--- src/rtl/serial_subtractor.sv ---
// Bit-serial two's-complement subtractor: diff = a + ~b + 1, one bit per clock, LSB first.
// A single full-adder cell is reused each cycle; start/done handshake around it.
module serial_subtractor #(
  parameter int WIDTH = 8
) (
  input  logic             clk,
  input  logic             rst,
  input  logic             start,
  input  logic [WIDTH-1:0] a,
  input  logic [WIDTH-1:0] b,
  output logic             busy,
  output logic             done,
  output logic [WIDTH-1:0] diff,
  output logic             bout,
  output logic             ovf
);

  localparam int CW = (WIDTH > 1) ? $clog2(WIDTH) : 1;

  localparam logic [1:0] IDLE = 2'd0;
  localparam logic [1:0] RUN  = 2'd1;
  localparam logic [1:0] DONE = 2'd2;

  logic [1:0]       state;
  logic [WIDTH-1:0] sa;
  logic [WIDTH-1:0] sb;
  logic [WIDTH-1:0] sr;
  logic             c;
  logic [CW-1:0]    cnt;

  logic             s;
  logic             c_next;
  logic [WIDTH-1:0] sr_next;

  always_comb begin
    s       = sa[0] ^ sb[0] ^ c;
    c_next  = (sa[0] & sb[0]) | (sa[0] & c) | (sb[0] & c);
    sr_next = {s, sr[WIDTH-1:1]};
  end

  // On the last bit, c still holds the carry into the MSB, so overflow is c ^ c_next.
  always_ff @(posedge clk) begin
    if (rst) begin
      state <= IDLE;
      sa    <= '0;
      sb    <= '0;
      sr    <= '0;
      c     <= 1'b0;
      cnt   <= '0;
      done  <= 1'b0;
      diff  <= '0;
      bout  <= 1'b0;
      ovf   <= 1'b0;
    end else begin
      done <= 1'b0;
      case (state)
        IDLE: begin
          if (start) begin
            sa    <= a;
            sb    <= ~b;
            c     <= 1'b1;
            cnt   <= '0;
            state <= RUN;
          end
        end
        RUN: begin
          c   <= c_next;
          sa  <= sa >> 1;
          sb  <= sb >> 1;
          sr  <= sr_next;
          cnt <= cnt + 1'b1;
          if (cnt == CW'(WIDTH - 1)) begin
            state <= DONE;
            done  <= 1'b1;
            diff  <= sr_next;
            bout  <= ~c_next;
            ovf   <= c ^ c_next;
          end
        end
        DONE: begin
          state <= IDLE;
        end
        default: begin
          state <= IDLE;
        end
      endcase
    end
  end

  assign busy = (state != IDLE);

endmodule

--- config.mk ---
export PLATFORM = sky130hd
export DESIGN_NAME = serial_subtractor
export DESIGN_NICKNAME = d
export VERILOG_FILES = /design/src/rtl/serial_subtractor.sv
export SDC_FILE = /design/constraint.sdc
export NUM_CORES = 1
export LEC_CHECK = 0
export ABC_AREA = 1
export CORE_MARGIN = 8
export CORE_UTILIZATION = 40
export CTS_CLUSTER_SIZE = 40
export DETAILED_ROUTE_END_ITERATION = 8
export PLACE_DENSITY = 0.74
export SYNTH_ARGS = -nofsm -noshare
export SYNTH_HDL_FRONTEND = slang
export SYNTH_SLANG_ARGS = --single-unit
--- constraint.sdc ---
create_clock -name clk -period 2.2 [get_ports clk]
set_clock_uncertainty 0.15 [all_clocks]
set_input_delay 0.44 -clock clk [delete_from_list [all_inputs] [get_ports clk]]
set_output_delay 0.44 -clock clk [all_outputs]
set_load 0.01 [all_outputs]
==> key figures, run 1 <==
Die
  • Die area: 6862 um^2
  • Die width: 82.84 um
  • Die Height: 82.84 um
  • Initial Util: 41.32%
  • IO Pins: 31
  • FP Rows: 24
  • CORE AREA: 4324 um^2

Global routing
  • Overflow left after global routing: 0
  • Vias in the first global route: 1495
  • Largest net degree at the start of global routing: 36
  • Initial antenna violation count: 0
  • Global-route wire length before repair: 6.651 mm
  • Global Route Usage Sum: 11.20%

Synthesis
  • Sequential-to-total area share from yosys stat: 44.82%
  • Seq cells post-synth: 40
  • Synth Cell Area: 1787 um^2
  • Share of the synthesized area in the top cell type: 44.82%
  • Number of synthesized flops with an enable pin: 0
  • Synthesized Nets: 272
  • Post-synth top area cell: dfxtp_1
  • Main synth FF type: dfxtp_1
  • Cells after Synth: 250
  • Fraction of registers with async set or reset after synthesis: 0%
  • Most common cell in the synthesized netlist: nand2_1
  • Top cells by count, synth: 69 x nand2_1, 44 x nor2_1, 40 x dfxtp_1
  • Synth area leaders: dfxtp_1 45%, nand2_1 14%, nor2_1 9.2%
  • Yosys warning count: 0
  • Library cells used by synthesis: 22
  • Syn avg cell area: 7.147 um^2

Worst setup path
  • CP required: 1610 ps
  • CP top delay family: buffers and inverters
  • Arrival time worst endpoint: 1350 ps
  • WS Path Type: reg2out
  • Setup crit end kind: output port
  • Slowest CP cell: clkdlybuf4s50_1
  • Crit start category: flop
  • CP max stage delay: 530 ps
  • Buf/Inv on CP: 2
  • Critical-path maximum fanout: 3
  • Crit-path cells: nor2_1 -> inv_1 -> clkdlybuf4s50_1

Finish
  • Antenna diodes: 0
  • Layout cells sized above 1: 9.253%
  • Net count, final: 302
  • Layout area overhead: 26.61%
  • Fin util: 52.31%

CTS
  • Cts repair resizes: 0
  • TritonCTS clock tree: done
  • Setup Fix Bufs, Post-CTS: 0
  • Clk slew on worst S/H paths: 80 ps
  • Hold_buf cts: 0
  • Clk root buf: clkbuf_8
  • H-tree depth: 2
  • TritonCTS Sinks: 40
  • Clock Tree Buf Depth: 2
  • CTS Buf Count: 5
  • Clk_lat worst skew: 280 ps

Power
  • PD cells: 798.5 nW/um^2
  • Tot Pwr: 1.806 mW
  • Worst VDD drop: 0.4145 mV
  • Leak Pwr: 1.038 nW

Timing
  • Final period utilization: 88.39%
  • Hold WS: 318.7 ps
  • Least-Margin Pin Slew: 410.6 ps
  • Final TNS setup: 0 ps
  • Final setup viols: 0
  • Tmin final: 1945 ps
  • Final Hold Viols: 0
  • Final slew viol count: 0
  • Slew HR: 72.56%
  • F_max: 514.2 MHz
  • RSZ-0062 raised after global routing: no

Drt
  • Drt wl/cell: 11.14 um
  • Drt drc: 0
  • 1st-iter DRT viols: 66
  • Detailed Routing Iterations Pass 1: 4
  • Vias per cell: 4.559
  • Vias: 1518
  • DRT Wirelength: 3.710 mm
  • Detail Route Antenna Nets: 0

Placed design
  • Number of buffers added on ports: 30
  • Post-DP HPWL: 2.557 mm
  • Routability cong.: 0.7092

Status
  • Status: complete, no violations

Flow run
  • Number of max-cap violations: 0

Min path
  • Hold Crit Class: reg2reg
-- final cells by class --
class	count	area [um^2]
inverter	32	120.1
multi-input combinational	166	767.0
sequential	40	800.8
clock buffer	5	68.82
timing repair buffer	35	350.3
clock inverter	3	90.09
fill	428	2062
tap	52	65.06
-- layout by cell type (no fill, tap or decap) --
cell,count
inv_2,1
nor2_1,44
nand3b_1,1
nor3_1,1
inv_1,31
nor2_4,1
buf_12,1
bufinv_16,3
a21oi_1,20
fa_1,1
o21ai_4,1
dfxtp_1,40
clkbuf_8,5
clkdlybuf4s50_1,30
nand3_1,1
buf_4,4
ha_1,2
nand2_2,5
o21ai_0,15
a21oi_2,4
nand2_1,69
nand2_4,1
-- power by group --
part / leakage, nW / internal [mW] / switching [mW]
logic: 0.631 / 0.0928 / 0.117
clock network: 0.0784 / 0.567 / 0.253
registers: 0.328 / 0.762 / 0.0148
-- registers in the layout, summed over array words and instances (netlist names) --
| signal | count |
|---|---|
| sb | 8 |
| diff | 8 |
| sr | 7 |
| c | 1 |
| sa | 8 |
| state | 2 |
| bout | 1 |
| cnt | 3 |
| ovf | 1 |
| done | 1 |
-- final timing paths --
kind / startpoint / endpoint / slack, ps / cells after the start
hold / removal: sa[7]$_SDFFE_PP0P_ / sa[7]$_SDFFE_PP0P_ / 320 / 2
hold reg to reg: sa[7]$_SDFFE_PP0P_ / sa[7]$_SDFFE_PP0P_ / 320 / 2
setup reg to reg: cnt[0]$_SDFFE_PP0P_ / diff[7]$_SDFFE_PP0P_ / 570 / 7
setup / recovery: state[1]$_SDFFE_PP0P_ / busy / 260 / 3
-- routing by layer --
layer	vias to the layer above	GRT usage (%)	part of all wire, %
met3	2	3.223	4.0
met1	679	13.79	50
li1	812	-	-
met4	0	3.834	0.27
met5	-	0	0
met2	25	18.10	45
-- kinds of logic (layout without fill, tap and decap cells) --
| kind of cell | after synthesis | after routing | synth area share [%] |
|---|---|---|---|
| simple gates | 123 | 123 | 27.73 |
| fa+ha+maj | 3 | 3 | 2.521 |
| buf+inv | 44 | 75 | 12.25 |
| flops | 40 | 40 | 44.82 |
| compound gates | 40 | 40 | 12.68 |
-- worst min-delay path: cells and delay by family (launching register included) --
family,cells,cell delay [ps]
and+or+nand+nor,1,70
DFF,1,320
AOI/OAI and AO/OA,1,40
-- metrics by stage --
stage               setup slack, ps  instance area (um^2)  std cells
finish                        255.4                  2262        333
detailed placement            468.1                  2103        325
floorplan                     815.4                  1787        250
global route                  167.1                  2262        333
CTS                           230.4                  2262        333
global placement              486.7                  2103        325
Note: power is estimated with default switching activity, not from simulation.
==> run 2, diff against run 1 <==
--- a/config.mk
+++ b/config.mk
@@ -6,6 +6,7 @@
 export NUM_CORES = 1
 export LEC_CHECK = 0
 export ABC_AREA = 1
+export CAP_MARGIN = 15
 export CORE_MARGIN = 8
 export CORE_UTILIZATION = 40
 export CTS_CLUSTER_SIZE = 40
==> results of run 2 <==
No change in the layout: final DEF, timing and power equal those of run 1.
==> run 3, diff against run 2 <==
--- a/config.mk
+++ b/config.mk
@@ -11,7 +11,8 @@
 export CORE_UTILIZATION = 40
 export CTS_CLUSTER_SIZE = 40
 export DETAILED_ROUTE_END_ITERATION = 8
-export PLACE_DENSITY = 0.74
+export PLACE_DENSITY = 0.64
+export SKIP_CTS_REPAIR_TIMING = 1
 export SYNTH_ARGS = -nofsm -noshare
 export SYNTH_HDL_FRONTEND = slang
 export SYNTH_SLANG_ARGS = --single-unit
==> key figures, run 3 (same netlist as run 1, synthesis figures left out) <==
Flow run
  • Number of max-cap violations: 0

CTS
  • Clk_lat worst skew: 280 ps
  • Clock Tree Buf Depth: 2
  • H-tree depth: 2
  • TritonCTS clock tree: done
  • CTS Buf Count: 5
  • Clk root buf: clkbuf_8
  • Clk slew on worst S/H paths: 80 ps
  • TritonCTS Sinks: 40

Placed design
  • Number of buffers added on ports: 30
  • Inst Count DP: 324
  • Post-DP HPWL: 2.520 mm
  • Placed inst area: 2108 um^2
  • Routability cong.: 0.7606

Timing
  • Final period utilization: 88.04%
  • Final TNS setup: 0 ps
  • Final Hold Viols: 0
  • RSZ-0062 raised after global routing: no
  • Final setup viols: 0
  • Tmin final: 1937 ps
  • Hold WS: 315.1 ps
  • F_max: 516.3 MHz
  • Final slew viol count: 0
  • Least-Margin Pin Slew: 388.3 ps
  • Slew HR: 74.05%

Die
  • FP Rows: 24
  • Initial Util: 41.32%
  • Die area: 6862 um^2
  • IO Pins: 31
  • CORE AREA: 4324 um^2
  • Die width: 82.84 um
  • Die Height: 82.84 um

Min path
  • Hold Crit Class: reg2reg

Finish
  • Final Non-Filler Cells: 332
  • Largest registers: diff x8, sa x8, sb x8
  • Fin area: 2202 um^2
  • Most common cell after layout, fill and taps aside: nand2_1
  • Layout area overhead: 23.25%
  • Multi-input gate area: 767.0 um^2
  • Register area: 800.8 um^2
  • Antenna diodes: 0
  • Number of fill cells in the layout: 439
  • Most frequent cells in the layout: 69 x nand2_1, 44 x nor2_1, 40 x dfxtp_1
  • Net count, final: 301
  • Layout cells sized above 1: 8.571%
  • Fin util: 50.93%

Drt
  • Drt drc: 0
  • Drt wl/cell: 11.03 um
  • Vias: 1492
  • 1st-iter DRT viols: 42
  • DRT Wirelength: 3.661 mm
  • Vias per cell: 4.494
  • Detailed Routing Iterations Pass 1: 4
  • Detail Route Antenna Nets: 0

Worst setup path
  • Critical-path maximum fanout: 3
  • WS Path Type: reg2out
  • Slowest CP cell: clkdlybuf4s50_1
  • CP max stage delay: 520 ps
  • Crit-path cells: nor2_1 -> inv_1 -> clkdlybuf4s50_1
  • Crit start category: flop
  • CP required: 1610 ps
  • Arrival time worst endpoint: 1350 ps
  • Setup crit end kind: output port

Global routing
  • Largest net degree at the start of global routing: 32
  • Vias in the first global route: 1450
  • Global Route Usage Sum: 10.58%
  • Overflow left after global routing: 0
  • Global-route wire length before repair: 6.320 mm
  • Initial antenna violation count: 0

Status
  • Status: complete, no violations

Power
  • Worst VDD drop: 0.4756 mV
  • PD cells: 675.8 nW/um^2
  • Leak Pwr: 1.004 nW
run 3: cell types whose count changed in the layout (fill, tap and decap cells not counted), sizes merged:
cell	previous run	this run
bufinv	3	0
buf	5	4
clkinvlp	0	1
clkbuf	5	7
run 3: path summary, 6_finish.rpt:
check	from	to	slack [ps]	cells after the start
max	state[1]$_SDFFE_PP0P_	busy	260	3
min	diff[7]$_SDFFE_PP0P_	diff[7]$_SDFFE_PP0P_	320	2
max reg2reg	cnt[0]$_SDFFE_PP0P_	diff[7]$_SDFFE_PP0P_	600	7
min reg2reg	diff[7]$_SDFFE_PP0P_	diff[7]$_SDFFE_PP0P_	320	2
run 3: stage by stage:
stage / setup slack [ps] / total power [mW]
after floorplan: 815.4 / 0.9424
after global placement: 388.0 / 1.002
after detailed placement: 373.7 / 1.006
after CTS: 238.6 / 1.508
after global routing: 138.1 / 1.574
final: 263.1 / 1.488
run 3: area by class of cell:
type / instances / share of cell area (%)
Tap cell: 52 / 2.955
Timing Repair Buffer: 34 / 16.14
Multi-Input combinational cell: 166 / 34.83
Inverter: 32 / 5.455
Clock inverter: 1 / 0.3409
Clock buffer: 7 / 3.920
Sequential cell: 40 / 36.36
run 3: per-layer routing:
layer | wire, um | track usage (%) | vias to the layer above
li1 | - | - | 815
met1 | 1818 | 12.08 | 652
met2 | 1636 | 17.68 | 23
met3 | 183 | 3.711 | 2
met4 | 22 | 3.834 | 0
met5 | 0 | 0 | -
run 3: critical path: cells and delay by family (launching register included):
family        cells  cell delay [ps]
buf+inv           2              580
flops             1              390
simple gates      1               90
run 3: report_power, final:
group | internal, mW | switching (mW) | leakage, nW
sequential | 0.762 | 0.0145 | 0.328
combinational | 0.0937 | 0.117 | 0.631
clock | 0.255 | 0.247 | 0.0445
